--- src/rtl/theta_ramp_gen.sv ---
// theta_ramp_gen: linear ramp from +1.0 down to -1.0 over N points.
// A restoring divider derives the per-point step once per configuration;
// a two-stage pipeline then turns indices (external or auto-generated
// sawtooth/triangle) into signed Q2.FRAC_W values.

module theta_ramp_gen #(
    parameter int FRAC_W = 32,
    parameter int PTS_W  = 16
) (
    input  logic                     clk_i,
    input  logic                     nrst_i,
    input  logic                     cfg_valid_i,
    input  logic [PTS_W-1:0]         cfg_points_i,
    input  logic [1:0]               cfg_mode_i,
    output logic                     cfg_ready_o,
    output logic                     busy_o,
    output logic                     cfg_err_o,
    input  logic                     it_valid_i,
    input  logic [PTS_W-1:0]         it_i,
    output logic                     it_ready_o,
    output logic                     out_valid_o,
    input  logic                     out_ready_i,
    output logic signed [FRAC_W+1:0] out_o,
    output logic [PTS_W-1:0]         out_idx_o,
    output logic                     range_err_o
);

    localparam int STEP_W = FRAC_W + 2;
    localparam int PROD_W = PTS_W + STEP_W;
    localparam int RES_W  = PROD_W + 1;
    localparam int CNT_W  = $clog2(STEP_W);

    localparam logic signed [RES_W-1:0] POS_ONE =
        {{(RES_W-FRAC_W-1){1'b0}}, 1'b1, {FRAC_W{1'b0}}};
    localparam logic signed [RES_W-1:0] NEG_ONE = -POS_ONE;
    localparam logic signed [STEP_W-1:0] NEG_OUT = NEG_ONE[STEP_W-1:0];

    typedef enum logic [1:0] {IDLE, CALC, RUN} state_t;
    typedef enum logic [1:0] {MODE_EXT = 2'd0, MODE_SAW = 2'd1, MODE_TRI = 2'd2} mode_t;

    state_t              state;
    mode_t               mode;
    logic [PTS_W-1:0]    nPts;
    logic [STEP_W-1:0]   step;
    logic [PTS_W-1:0]    divRem;
    logic [CNT_W-1:0]    divCnt;
    logic [PTS_W-1:0]    autoIdx;
    logic                autoUp;

    logic                s1Valid;
    logic [PROD_W-1:0]   s1Prod;
    logic [PTS_W-1:0]    s1Idx;
    logic                s1Last;
    logic                s1Range;

    logic                en;
    logic                cfgAccept;
    logic                cfgOk;
    logic                runEn;
    logic                autoMode;
    logic                issue;
    logic [PTS_W-1:0]    issueIdx;
    logic [PTS_W-1:0]    lastIdx;
    logic                divBit;
    logic [PTS_W:0]      divTrial;
    logic                divFits;
    logic signed [RES_W-1:0]  diff;
    logic signed [STEP_W-1:0] result;

    assign en         = !out_valid_o || out_ready_i;
    assign cfgAccept  = cfg_valid_i && cfg_ready_o;
    assign cfgOk      = cfg_points_i >= PTS_W'(2);
    assign runEn      = (state == RUN) && en;
    assign autoMode   = (mode != MODE_EXT);
    assign it_ready_o = runEn && !autoMode;
    assign issue      = runEn && (autoMode || it_valid_i);
    assign issueIdx   = autoMode ? autoIdx : it_i;
    assign lastIdx    = nPts - PTS_W'(1);

    // Dividend 2^(FRAC_W+1) has a single set bit, fed in on the first iteration.
    assign divBit   = (divCnt == '0);
    assign divTrial = {divRem, divBit};
    assign divFits  = divTrial >= {1'b0, lastIdx};

    // Control FSM: config handshake, step divider and busy/ready flags.
    // NOTE: sequential state uses non-blocking assignments so every register
    // samples pre-edge values, regardless of statement order.
    always_ff @(posedge clk_i or negedge nrst_i) begin
        if (!nrst_i) begin
            state       <= IDLE;
            mode        <= MODE_EXT;
            nPts        <= '0;
            step        <= '0;
            divRem      <= '0;
            divCnt      <= '0;
            cfg_ready_o <= 1'b1;
            busy_o      <= 1'b0;
            cfg_err_o   <= 1'b0;
        end else if (cfgAccept) begin
            if (cfgOk) begin
                cfg_err_o   <= 1'b0;
                nPts        <= cfg_points_i;
                mode        <= (cfg_mode_i == 2'd3) ? MODE_EXT : mode_t'(cfg_mode_i);
                step        <= '0;
                divRem      <= '0;
                divCnt      <= '0;
                state       <= CALC;
                cfg_ready_o <= 1'b0;
                busy_o      <= 1'b1;
            end else begin
                cfg_err_o   <= 1'b1;
                state       <= IDLE;
                cfg_ready_o <= 1'b1;
                busy_o      <= 1'b0;
            end
        end else if (state == CALC) begin
            step   <= {step[STEP_W-2:0], divFits};
            divRem <= divFits ? PTS_W'(divTrial - {1'b0, lastIdx}) : divTrial[PTS_W-1:0];
            divCnt <= divCnt + CNT_W'(1);
            if (divCnt == CNT_W'(STEP_W - 1)) begin
                state       <= RUN;
                cfg_ready_o <= 1'b1;
                busy_o      <= 1'b0;
            end
        end
    end

    // Auto index generator: sawtooth wraps, triangle bounces without repeating endpoints.
    always_ff @(posedge clk_i or negedge nrst_i) begin
        if (!nrst_i) begin
            autoIdx <= '0;
            autoUp  <= 1'b1;
        end else if (cfgAccept) begin
            autoIdx <= '0;
            autoUp  <= 1'b1;
        end else if (runEn && autoMode) begin
            if (mode == MODE_SAW) begin
                autoIdx <= (autoIdx == lastIdx) ? '0 : autoIdx + PTS_W'(1);
            end else if (autoUp) begin
                if (autoIdx == lastIdx) begin
                    autoUp  <= 1'b0;
                    autoIdx <= autoIdx - PTS_W'(1);
                end else begin
                    autoIdx <= autoIdx + PTS_W'(1);
                end
            end else begin
                if (autoIdx == '0) begin
                    autoUp  <= 1'b1;
                    autoIdx <= autoIdx + PTS_W'(1);
                end else begin
                    autoIdx <= autoIdx - PTS_W'(1);
                end
            end
        end
    end

    // Stage 1: register idx*step plus last-point and out-of-range flags.
    always_ff @(posedge clk_i or negedge nrst_i) begin
        if (!nrst_i) begin
            s1Valid <= 1'b0;
            s1Prod  <= '0;
            s1Idx   <= '0;
            s1Last  <= 1'b0;
            s1Range <= 1'b0;
        end else if (cfgAccept) begin
            s1Valid <= 1'b0;
        end else if (en) begin
            s1Valid <= issue;
            if (issue) begin
                s1Prod  <= PROD_W'(issueIdx) * PROD_W'(step);
                s1Idx   <= issueIdx;
                s1Last  <= (issueIdx == lastIdx);
                s1Range <= (issueIdx >= nPts);
            end
        end
    end

    // Result: 1.0 - prod, clamped, with exact -1.0 at the last point or out of range.
    // NOTE: every combinational output gets a default first so no path can
    // leave it unassigned and infer a latch.
    always_comb begin
        result = NEG_OUT;
        diff   = POS_ONE - $signed({1'b0, s1Prod});
        if (s1Last || s1Range || (diff < NEG_ONE)) begin
            result = NEG_OUT;
        end else if (diff > POS_ONE) begin
            result = POS_ONE[STEP_W-1:0];
        end else begin
            result = diff[STEP_W-1:0];
        end
    end

    // Stage 2: output register, held while the consumer stalls.
    always_ff @(posedge clk_i or negedge nrst_i) begin
        if (!nrst_i) begin
            out_valid_o <= 1'b0;
            out_o       <= '0;
            out_idx_o   <= '0;
            range_err_o <= 1'b0;
        end else if (cfgAccept) begin
            out_valid_o <= 1'b0;
        end else if (en) begin
            out_valid_o <= s1Valid;
            if (s1Valid) begin
                out_o       <= result;
                out_idx_o   <= s1Idx;
                range_err_o <= s1Range;
            end
        end
    end

endmodule

--- config.mk ---
export PLATFORM = sky130hd
export DESIGN_NAME = theta_ramp_gen
export DESIGN_NICKNAME = d
export VERILOG_FILES = /design/src/rtl/theta_ramp_gen.sv
export SDC_FILE = /design/constraint.sdc
export NUM_CORES = 2
export LEC_CHECK = 0
export CAP_MARGIN = 20
export CORE_ASPECT_RATIO = 1.1
export CORE_MARGIN = 2
export CORE_UTILIZATION = 53
export CTS_CLUSTER_DIAMETER = 60
export DETAILED_ROUTE_END_ITERATION = 6
export PLACE_DENSITY = 0.7
export SKIP_LAST_GASP = 1
export SLEW_MARGIN = 20
export SYNTH_ARGS = -nofsm -noshare
export SYNTH_HDL_FRONTEND = slang
export SYNTH_SLANG_ARGS = --single-unit
--- constraint.sdc ---
create_clock -name clk_i -period 8.75 [get_ports clk_i]
set_input_delay 2.1875 -clock clk_i [delete_from_list [all_inputs] [get_ports clk_i]]
set_output_delay 2.1875 -clock clk_i [all_outputs]
set_load 0.02 [all_outputs]
== Word-level counts from Yosys, hierarchy flattened ==
Cells that the tools add are included.
W data, S select, Z words.
Word-level totals
  register bits after elaboration: 217
  input port bits: 39
  output and inout bits: 56
  word-level logic and storage cells: 109
Cells by class
  $add $sub $neg: 6
  multipliers: 1
  magnitude comparators: 5
  equal/unequal tests: 9
  mux-type cells: 43
  bitwise gates (word level): 1
  reduce and logical (&&, ||, !) cells: 24
Operators with widths (number)
  $mux W16: 12
  $mux W34: 5
  $gt A51 B34 Y1 const B: 1
  $lt A51 B33 Y1 const B: 1
  $sub A33 B50 Y51 const A: 1
  $mul A16 B34 Y50: 1
  $eq A16 B16 Y1: 2
  $sub A16 B1 Y16 const B: 2
  $mux W1: 19
  $mux W6: 3
  $ge A17 B16 Y1: 1
  $add A16 B1 Y16 const B: 1
  $ge A16 B16 Y1: 1
  $ge A16 B2 Y1 const B: 1
  $logic_not A16 Y1: 1
  $sub A16 B16 Y16: 1
  $reduce_bool A2 Y1: 5
  $mux W2: 4
  $reduce_and A2 Y1: 4
  $add A6 B1 Y6 const B: 1
  $eq A6 B6 Y1 const B: 1
  $logic_not A6 Y1: 1
  $reduce_and A3 Y1: 2
  $logic_and A1 B1 Y1: 5
  other kinds (7): 13

== Longest topological paths before layout ==
  depth in word-level cells: 7
  depth in mapped cells: 30
  gate-level depth less buffers: 26

== Least setup slack after synthesis ==
No wires, ideal clock.
  kind: input port to flip-flop
  start point: input it_i[6]
  end point: register s1Prod[48]
  library setup time: 0.124 ns
  data arrival time: 8.512 ns
  required time: 8.626 ns
  path slack: 0.114 ns
  cell stages on the path: 24
  cells stage by stage: mux2i_1 > inv_1 > clkbuf_1 > and2_1 > fa_1 > inv_1 > fa_1 > fa_1 > inv_1 > fa_1 > fa_1 > inv_1 > fa_1 > inv_1 > ha_1 > a2111oi_0 > o21ai_0 > a22oi_1 > a31oi_1 > o31ai_1 > o21ai_0 > a31o_2 > and4_1 > a211o_1
On the way
  longest elaborated chain between the ends: 2
RTL lines
  from (decl): RTL line 19  | input logic [PTS_W-1:0] it_i,
  $mux W16: RTL line 77  | assign issueIdx = autoMode ? autoIdx : it_i;
  $mul A16 B34 Y50: RTL line 170  | s1Prod <= PROD_W'(issueIdx) * PROD_W'(step);
  to (signal assigned): RTL line 170
  to (decl): RTL line 51  | logic [PROD_W-1:0] s1Prod;
Every way passes these cells.
A chain may end at the register's enable or synchronous reset.

== Worst setup path after layout ==
Ends and elaborated chain as after synthesis.

==> impl_metrics.ini <==
[synthesis]
synth_top_area_share = 0.297
syn_inst = 3505
synth.distinct_cells = 85
synth_area_leaders = fa_1, dfrtp_1, nand2_1, ha_1, inv_1
ys_seq_elements = 216
post-synth-top-count-cell = nand2_1
synth.net_count = 4153
netlist.top_cell.by_area = fa_1
ys_seq_area_frac = 0.179
yosys_warnings = 0
synth_edf_count = 0
synth_area_sq_um = 30200
syn_area_per_cell_sq_um = 8.61
async_reset_ff_frac = 1.00
synth_commonest_cells = nand2_1, inv_1, fa_1, and2_1, dfrtp_1
synth_top_flop_cell = dfrtp_1

[cts]
cts_root_buf = clkbuf_16
clk_latency_ps = 600
numCtsBuffers = 28
clkSinkCount = 216
tritoncts = done
cts.path.max_buffers = 3
htreeDepth = 1
clk_pin_slew_ps = 60
ctsHoldBuffers = 0

[die]
core.rowCount = 91
dieHeight_um = 254
start_util = 0.537
core_sq_um = 56100
die_w_um = 231
dieArea_sq_um = 58800
ios = 95

[global_routing]
grtUsageTotal = 0.288
grt_pass1_wl_um = 135000
overflow = 0
grt_max_degree = 121
antenna_found_initial = 0
grt_pass1_vias = 25400

[setup_path]
cpMostUsedCell = fa_1
r2r_cells = 28
r2r_start = mode[1]
crit_family = adder cells
path_buf_inv = 10
slowest_delay_ps = 560
crit_path_start = it_i[6]
r2r_setup_slack_ps = 1260
worstPathRequired_ps = 9200
cp_max_fo = 10
startpoint_type = input pin
crit_arrival_ps = 8900
cpMaxStageDelayCell = fa_1
critical_path_class = input pin to register
rr_endpoint = s1Prod[48]
end_kind = register

[power_and_ir_drop]
power_density_nw_per_um2 = 76.8
ir_drop_v = 0.000139
leakage_nw = 16.6
total_power_mw = 2.61

[drt]
postRouteAntennaNets = 0
routedWlPerCell_um = 18.5
vias_per_cell = 5.61
drt-initial-drc-count = 1668
drc = 0
wl_um = 81300
vias = 24700
drtPass1Iterations = 6

[finish]
fillers = 4962
insertedDiodeCount = 0
area_delta_synth_final_pct = 12.7
multiInputGateArea_sq_um = 22100
final_nets = 4281
regArea_sq_um = 5410
drive_gt1_frac = 0.0944
final_util = 0.605

[sta]
min_period_ps = 8450
grt_setup_unrepaired = yes
fin_tns_setup_ps = 0
skew_ps = 36.3
final-setup-viol-count = 0
tightest_slew_ps = 972
relSlewSlack = 0.350
period_share = 0.966
fin_ws_ps = 298
max_freq_ghz = 0.118
hold_viol = 0
slew_violations = 0

[hold_path]
min_delay_path_depth = 2
hold_start = s1Idx[5]
holdPathEnd = out_idx_o[5]
hold_path_class = register to register

[placed_design]
portBuffers = 94
hpwl_um = 63500
place_ws_ps = -485
gp_congestion = 0.936

[flow_run]
drv_cap = 0

[outcome]
status = finished, final reports clean
[report_power, final]
part	switching [mW]	leakage [nW]	internal [mW]	total (mW)
sequential	0.0283	2.93	1.04	1.07
combinational	0.203	13.2	0.121	0.324
clock	0.501	0.472	0.719	1.22
[layout by cell type, fill, tap and decap left out, types with 12 or more instances in the layout]
cell type        count
a21o_1              35
o31ai_1             17
xnor2_1             92
o21ai_0            128
nand3_1             80
or3_1               17
dfrtp_1            214
a211oi_1            20
mux2i_1             17
a22o_1              14
nand2b_1            13
nor2_1              94
nor2b_1             12
and2_1             245
or4_1               12
a21oi_1             82
clkbuf_16           29
inv_1              520
nor4_1              29
xor2_1              51
ha_1               161
mux2_2              25
nand2_1            661
fa_1               447
o211ai_1            12
nor3_1              54
buf_4              199
nand4_1             29
o21a_1              14
and3_1              15
clkdlybuf4s50_1     93
[state kept, by name, summed over array words and instances (netlist names), 2 cells and up]
name and count:
s1Prod 50, out_o 34, step 34, autoIdx 16
divRem 16, nPts 16, out_idx_o 16, s1Idx 16
divCnt 6, mode 2, state 2
[worst register-to-register path: cells and delay by family (launching register included)]
family          cells  cell delay [ps]
mux                 1              200
compound gates      6             1170
fa+ha+maj           7             3380
buf+inv             9              880
simple gates        5             1250
flops               1              460
[metrics by stage]
step	std cells	cell area, sq um	hold WS, ps
floorplan	3505	30200	439
global placement	4346	32900	448
detailed placement	4346	32900	449
CTS	4397	33900	467
global route	4398	34000	488
finish	4398	34000	468
[worst max-delay path by stage]
stage            endpoint  depth (start not counted)
3_5_place_dp   s1Prod[48]                         27
3_3_place_gp   s1Prod[48]                         27
5_1_grt        s1Prod[48]                         28
2_1_floorplan  s1Prod[48]                         24
6_report       s1Prod[48]                         28
4_1_cts        s1Prod[48]                         27
[cell families (layout without fill, tap and decap cells)]
| kind of cell | after synthesis | count (layout) | synth area share |
|---|---|---|---|
| buf+inv | 724 | 873 | 0.0914 |
| fa+ha+maj | 609 | 609 | 0.364 |
| xor+xnor | 143 | 143 | 0.0415 |
| simple gates | 1313 | 1313 | 0.208 |
| mux | 48 | 48 | 0.0172 |
| flops | 216 | 216 | 0.179 |
| compound gates | 452 | 452 | 0.0987 |
[final cells by class]
cell class                 instances  area share
inverter                         521      0.0575
tap                              744      0.0274
multi-input combinational       2565       0.651
sequential                       216       0.159
clock buffer                      33      0.0224
timing repair buffer             301      0.0762
clock inverter                    18     0.00611
[layer usage]
metal,track usage,vias to the layer above,share of wire
met5,0,-,0
met4,0.107,0,0.041
met3,0.0391,200,0.071
met2,0.485,933,0.47
met1,0.382,12100,0.41
li1,-,11400,-
[what timing repair did]
item,CTS,global route
setup buffers,0,1
setup endpoints to repair,0,15
gates resized for setup,0,28
endpoints found under the hold margin,0,0
Power figures use the tool's default switching activity.
